`src/rtl/seg_display_arbiter.sv`:
```
`default_nettype none
// ============================================================================
// Module      : seg_display_arbiter
// Description : Shares a 4-digit 7-segment display between two 8-bit
//               requesters.
//               - req/ack arbitration with a minimum ownership hold time
//               - sequential double-dabble binary-to-BCD conversion
//               - digit scanning with dead-time blanking
//               - leading-zero suppression
// Revision    : 1.0 - initial release
// ============================================================================
module seg_display_arbiter #(
    parameter int SCAN_CYCLES  = 65536,
    parameter int BLANK_CYCLES = 256,
    parameter int HOLD_CYCLES  = 50000000
) (
    input  logic       clk_50mhz,
    input  logic       reset,
    input  logic       req_a,
    input  logic [7:0] data_a,
    output logic       ack_a,
    input  logic       req_b,
    input  logic [7:0] data_b,
    output logic       ack_b,
    output logic       owner,
    output logic       busy,
    output logic [7:0] seg,
    output logic [3:0] digit
);

    localparam int SCAN_W = (SCAN_CYCLES > 1) ? $clog2(SCAN_CYCLES) : 1;
    localparam int HOLD_W = $clog2(HOLD_CYCLES + 1);

    typedef enum logic [0:0] {
        S_IDLE    = 1'b0,
        S_CONVERT = 1'b1
    } state_t;

    state_t             state_q;
    logic               owner_q;
    logic               ack_a_q;
    logic               ack_b_q;
    logic               busy_q;
    logic [HOLD_W-1:0]  hold_q;
    logic [19:0]        scratch_q;   // {hundreds, tens, units, binary}
    logic [3:0]         step_q;
    logic [11:0]        bcd_q;       // value currently shown

    logic [SCAN_W-1:0]  slot_q;
    logic [1:0]         idx_q;
    logic [7:0]         seg_q;
    logic [3:0]         digit_q;

    logic               grant_valid;
    logic               grant_owner_d;
    logic [7:0]         grant_data;
    logic [19:0]        dd_adj;
    logic [19:0]        dd_step_d;
    logic [7:0]         seg_d;
    logic [3:0]         digit_d;

    assign ack_a = ack_a_q;
    assign ack_b = ack_b_q;
    assign owner = owner_q;
    assign busy  = busy_q;
    assign seg   = seg_q;
    assign digit = digit_q;

    // Active-low glyphs for decimal digits {dp,g..a}
    function automatic logic [7:0] glyph(input logic [3:0] v);
        case (v)
            4'd0:    glyph = 8'hC0;
            4'd1:    glyph = 8'hF9;
            4'd2:    glyph = 8'hA4;
            4'd3:    glyph = 8'hB0;
            4'd4:    glyph = 8'h99;
            4'd5:    glyph = 8'h92;
            4'd6:    glyph = 8'h82;
            4'd7:    glyph = 8'hF8;
            4'd8:    glyph = 8'h80;
            4'd9:    glyph = 8'h90;
            default: glyph = 8'hFF;
        endcase
    endfunction

    // Grant decision: a non-owner wins once the hold has expired, else owner only
    always_comb begin
        grant_valid   = 1'b0;
        grant_owner_d = owner_q;
        if (state_q == S_IDLE) begin
            if ((hold_q == '0) && (owner_q ? req_a : req_b)) begin
                grant_valid   = 1'b1;
                grant_owner_d = ~owner_q;
            end else if (owner_q ? req_b : req_a) begin
                grant_valid   = 1'b1;
            end
        end
        grant_data = grant_owner_d ? data_b : data_a;
    end

    // One double-dabble step: add 3 to any BCD nibble >= 5, then shift left
    always_comb begin
        dd_adj = scratch_q;
        if (scratch_q[11:8] >= 4'd5)   dd_adj[11:8]  = scratch_q[11:8]  + 4'd3;
        if (scratch_q[15:12] >= 4'd5)  dd_adj[15:12] = scratch_q[15:12] + 4'd3;
        if (scratch_q[19:16] >= 4'd5)  dd_adj[19:16] = scratch_q[19:16] + 4'd3;
        dd_step_d = dd_adj << 1;
    end

    // Arbitration / conversion FSM with registered handshake outputs
    always_ff @(posedge clk_50mhz or posedge reset) begin
        if (reset) begin
            state_q   <= S_IDLE;
            owner_q   <= 1'b0;
            ack_a_q   <= 1'b0;
            ack_b_q   <= 1'b0;
            busy_q    <= 1'b0;
            hold_q    <= '0;
            scratch_q <= '0;
            step_q    <= '0;
            bcd_q     <= '0;
        end else begin
            ack_a_q <= 1'b0;
            ack_b_q <= 1'b0;

            // Hold time restarts on every grant and runs down in any state
            if (grant_valid) begin
                hold_q <= HOLD_W'(HOLD_CYCLES);
            end else if (hold_q != '0) begin
                hold_q <= hold_q - HOLD_W'(1);
            end

            case (state_q)
                S_IDLE: begin
                    if (grant_valid) begin
                        ack_a_q   <= ~grant_owner_d;
                        ack_b_q   <= grant_owner_d;
                        owner_q   <= grant_owner_d;
                        scratch_q <= {12'd0, grant_data};
                        step_q    <= '0;
                        state_q   <= S_CONVERT;
                    end
                end
                S_CONVERT: begin
                    if (step_q == 4'd8) begin
                        // Whole result published at once
                        bcd_q   <= scratch_q[19:8];
                        busy_q  <= 1'b0;
                        state_q <= S_IDLE;
                    end else begin
                        scratch_q <= dd_step_d;
                        step_q    <= step_q + 4'd1;
                        busy_q    <= 1'b1;
                    end
                end
                default: state_q <= S_IDLE;
            endcase
        end
    end

    // Segment/digit pattern for the current scan position
    always_comb begin
        seg_d   = 8'hFF;
        digit_d = ~(4'b0001 << idx_q);
        case (idx_q)
            2'd0: seg_d = glyph(bcd_q[3:0]);
            2'd1: seg_d = ((bcd_q[11:8] == 4'd0) && (bcd_q[7:4] == 4'd0)) ? 8'hFF : glyph(bcd_q[7:4]);
            2'd2: seg_d = (bcd_q[11:8] == 4'd0) ? 8'hFF : glyph(bcd_q[11:8]);
            default: seg_d = owner_q ? 8'h7F : 8'hFF;
        endcase
        if (slot_q < SCAN_W'(BLANK_CYCLES)) begin
            seg_d   = 8'hFF;
            digit_d = 4'hF;
        end
    end

    // Free-running scan counter and registered display drive
    always_ff @(posedge clk_50mhz or posedge reset) begin
        if (reset) begin
            slot_q  <= '0;
            idx_q   <= 2'd0;
            seg_q   <= 8'hFF;
            digit_q <= 4'hF;
        end else begin
            if (slot_q == SCAN_W'(SCAN_CYCLES - 1)) begin
                slot_q <= '0;
                idx_q  <= idx_q + 2'd1;
            end else begin
                slot_q <= slot_q + SCAN_W'(1);
            end
            seg_q   <= seg_d;
            digit_q <= digit_d;
        end
    end

endmodule
`default_nettype wire

```
`config.mk`:
```
export PLATFORM = sky130hd
export DESIGN_NAME = seg_display_arbiter
export DESIGN_NICKNAME = d
export VERILOG_FILES = /design/src/rtl/seg_display_arbiter.sv
export SDC_FILE = /design/constraint.sdc
export NUM_CORES = 1
export LEC_CHECK = 0
export CAP_MARGIN = 25
export CORE_MARGIN = 5
export CORE_UTILIZATION = 35
export CTS_CLUSTER_SIZE = 8
export DETAILED_ROUTE_END_ITERATION = 10
export SLEW_MARGIN = 10
export SYNTH_ARGS = -nofsm -noshare
export SYNTH_HDL_FRONTEND = slang
export SYNTH_SLANG_ARGS = --single-unit
```
`constraint.sdc`:
```
create_clock -name clk_50mhz -period 3.9 [get_ports clk_50mhz]
set_input_delay 0.78 -clock clk_50mhz [delete_from_list [all_inputs] [get_ports clk_50mhz]]
set_output_delay 0.78 -clock clk_50mhz [all_outputs]
set_load 0.1 [all_outputs]
```
==> impl_metrics.csv <==
group,metric,value,unit
drt,antenna_left,0,
logic_synthesis,yosysSeqAreaShare,45.7,%
power_and_ir_drop,peakVddDrop,0.000311,V
critical_path,worst_path_largest_cell_delay,1.24,ns
sta,hold-worst-slack,0.485,ns
logic_synthesis,synth_top_cells_by_area,"dfrtp_1, ha_1, dfstp_2",
clocking,cts-buffers-inserted,9,
layout,num-fill-cells,1449,
clocking,post_cts_buffers,0,
drt,wl,11200,um
clocking,clk_pin_slew_worst_paths,0.07,ns
grt,globalRouteOverflowTotal,0,
sta,period_needed,3.01,ns
status,result_of_the_run,"finished clean",
clocking,cts.htree.levels,3,
drt,drt-wirelength-per-cell,14.2,um
clocking,clock_insertion_delay_worst_skew,0.34,ns
power_and_ir_drop,clock_share_of_power,22.5,%
clocking,tritoncts,"yes",
drt,drt_first_pass_iters,4,
logic_synthesis,netlist_area,5340,sq um
power_and_ir_drop,power.share.switching,38.1,%
sta,finalHoldViolations,0,
die,fp-row-count,45,
grt,number_of_global_route_vias_before_repair,3989,
die,floorplan.die.height,134,um
placed_design,gp_congestion,0.842,
logic_synthesis,share_of_yosys_cell_area_claimed_by_the_top_area_cell_type,39.8,%
layout,mostFrequentLayoutCells,"dfrtp_1, nand2_1, nor2_1, a21oi_1, clkdlybuf4s50_1",
clocking,cts_root_buf,"clkbuf_16",
logic_synthesis,yosys_register_bits,97,
critical_path,library_cell_contributing_the_largest_single_delay_on_the_critical_path,"clkdlybuf4s50_1",
critical_path,critPathRequiredTime,3.12,ns
clocking,sinks_on_clock_net,97,
logic_synthesis,synth-edff-count,0,
sta,final-max-slew-violation-count,0,
logic_synthesis,post-synth-top-area-cell,"dfrtp_1",
grt,grt_pass1_wl,19000,um
power_and_ir_drop,total_switching_power,0.00140,W
logic_synthesis,synth-async-reset-ratio,100,%
drt,drt_iter0_drc,250,
sta,fin_tns_setup,0,ns
logic_synthesis,yosysWarningCount,0,
power_and_ir_drop,power.density,593,nW/um^2
logic_synthesis,yosys.cell_types.count,58,
critical_path,path_buf_inv,1,
power_and_ir_drop,p_seq_share,41.6,%
run,cap_violations,0,
logic_synthesis,post_syn_area_per_cell,9.47,sq um
die,initial_standard_cell_utilization_of_the_core,35.4,%
power_and_ir_drop,power_share_of_the_combinational_group,36.0,%
placed_design,dpl.hpwl,8110,um
sta,worstMarginPinSlew,0.977,ns
drt,total_via_count_in_the_routed_design,4132,
placed_design,dpl_worst_slack,0.735,ns
grt,antenna_violations_before_repair,0,
layout,synthToLayoutAreaGrowth,16.0,%
drt,detail_route.drc_violations,0,
clocking,bufs_on_longest_clock_path,2,
logic_synthesis,syn_inst,564,
sta,max_freq,332,MHz
clocking,cts_repair_resize_count,0,
critical_path,endpoint_kind,"output port",
sta,max_slew_margin,34.6,%
sta,finalCritPeriodShare,77.1,%
power_and_ir_drop,cellLeakagePower,2.50,nW
layout,post_route_cells_drive_above_1_share,8.70,%
sta,grt_setup_unrepaired,"false",
drt,avgViaCountPerCell,5.26,
logic_synthesis,synth.net_count,615,
worst_hold_path,holdCritPathClass,"reg -> reg",
die,dieWidth,134,um
die,die-area,17800,sq um
sta,crit_path_setup_slack_layout,0.892,ns
layout,antenna_cells,0,
logic_synthesis,ys.flop_type,"dfrtp_1",
critical_path,crit_fanout,11,
grt,grt_start_max_net_pins,52,
critical_path,setup.worst_path.start_class,"register",
power_and_ir_drop,post-layout-total-power,0.00367,W
critical_path,cell_chain_of_the_critical_path,"clkdlybuf4s50_1",
sta,fin_worst_skew,0.00375,ns
power_and_ir_drop,internal_dissipation,0.00227,W
layout,final_core_utilization,41.1,%
critical_path,critPathTopFamily,"buffers and inverters",
layout,final_common_cell,"dfrtp_1",
critical_path,timing_worst_setup_path_type,"reg -> out",
grt,global_route.usage.total,12.8,%
layout,nNetsFinal,644,
clocking,ctsHoldBuffers,0,
critical_path,crit_arrival,2.23,ns
die,fp.coreArea,15100,sq um
placed_design,io_buffer_count,35,
die,ios,36,
sta,total_setup_violations_reported_at_the_end_of_the_flow,0,
## cell families after synthesis
kind of cell | count (synthesis) | synth area share [%]
AOI/OAI and AO/OA | 125 | 14.7
buffers and inverters | 49 | 3.68
DFF | 97 | 45.7
adders and majority gates | 31 | 7.27
muxes | 10 | 2.02
xor gates and xnor gates | 38 | 6.23
and+or+nand+nor | 214 | 20.3
## metal layers
metal  vias up  track usage, %  part of all wire (%)
met1      1989            16.3                    46
met3        14            2.72                   3.6
met5         -               0                     0
li1       2049               -                     -
met2        80            21.6                    49
met4         0            4.46                   1.7
## registers in the layout, indices dropped and copies added, names as in the netlist
| register | count |
|---|---|
| ack_a | 1 |
| ack_b | 1 |
| bcd_q | 12 |
| busy | 1 |
| digit | 4 |
| hold_q | 26 |
| idx_q | 2 |
| owner | 1 |
| scratch_q | 20 |
| seg | 8 |
| slot_q | 16 |
| state_q | 1 |
| step_q | 4 |
## cell usage after synthesis, types with 4 or more instances
master / instances
ha_1: 31
o21ai_1: 4
a21oi_1: 35
dfstp_2: 12
nor2b_1: 7
nor2_1: 53
or3_1: 11
nand2_1: 59
mux2i_1: 4
xor2_1: 20
clkbuf_1: 20
o211ai_1: 5
nand3b_1: 5
nor4_1: 8
nor3_1: 11
or4_1: 4
and3_1: 4
inv_1: 24
mux2_2: 6
xnor2_1: 18
a31oi_1: 9
o2111ai_1: 5
o31ai_1: 9
nand3_1: 12
nand2b_1: 13
nand4_1: 9
o21ai_0: 32
dfrtp_1: 85
## final timing paths
| path | start | end | slack [ns] | cells past startpoint |
|---|---|---|---|---|
| setup / recovery | owner$_DFFE_PP0P_ | owner | 0.89 | 1 |
| hold / removal | slot_q[0]$_DFF_PP0_ | slot_q[0]$_DFF_PP0_ | 0.48 | 1 |
| setup reg to reg | hold_q[15]$_DFFE_PP0P_ | scratch_q[2]$_DFFE_PP0P_ | 0.99 | 7 |
| hold reg to reg | slot_q[0]$_DFF_PP0_ | slot_q[0]$_DFF_PP0_ | 0.48 | 1 |
| max in group asynchronous | reset | hold_q[0]$_DFFE_PP0P_ | 2.46 | 4 |
| min in group asynchronous | reset | digit[1]$_DFF_PP1_ | 0.87 | 2 |
## worst reg2reg max path, stage by stage (launching register included)
cell	delay (ns)
dfrtp_1	0.42
or4_1	0.61
nor3_1	0.51
a31oi_1	0.21
o21ai_1	0.58
buf_4	0.31
nor2_1	0.05
a31oi_1	0.14
## cell type report
cell class	instances	area (sq um)	share of cell area [%]
flip-flops and latches	97	2440	39.4
multi-input cells	418	2700	43.6
clock inverters	6	43.8	0.707
well taps	188	235	3.80
repair buffers	43	443	7.15
clock buffers	10	239	3.86
inverters	24	91.3	1.47
## stage by stage
step | instance area [sq um] | instances
floorplan | 5340 | 564
global placement | 5880 | 769
detailed placement | 5880 | 769
CTS | 6170 | 785
global route | 6190 | 786
finish | 6190 | 786
## power groups by stage
stage / sequential (W) / clock (W) / combinational, W
6_report: 0.00153 / 0.000825 / 0.00132
5_1_grt: 0.00157 / 0.000901 / 0.00149
4_1_cts: 0.00152 / 0.000862 / 0.00133
3_5_place_dp: 0.00154 / 0 / 0.00132
3_3_place_gp: 0.00152 / 0 / 0.00128
2_1_floorplan: 0.00146 / 0 / 0.00108
No activity file was read; power rests on OpenSTA's default activity.
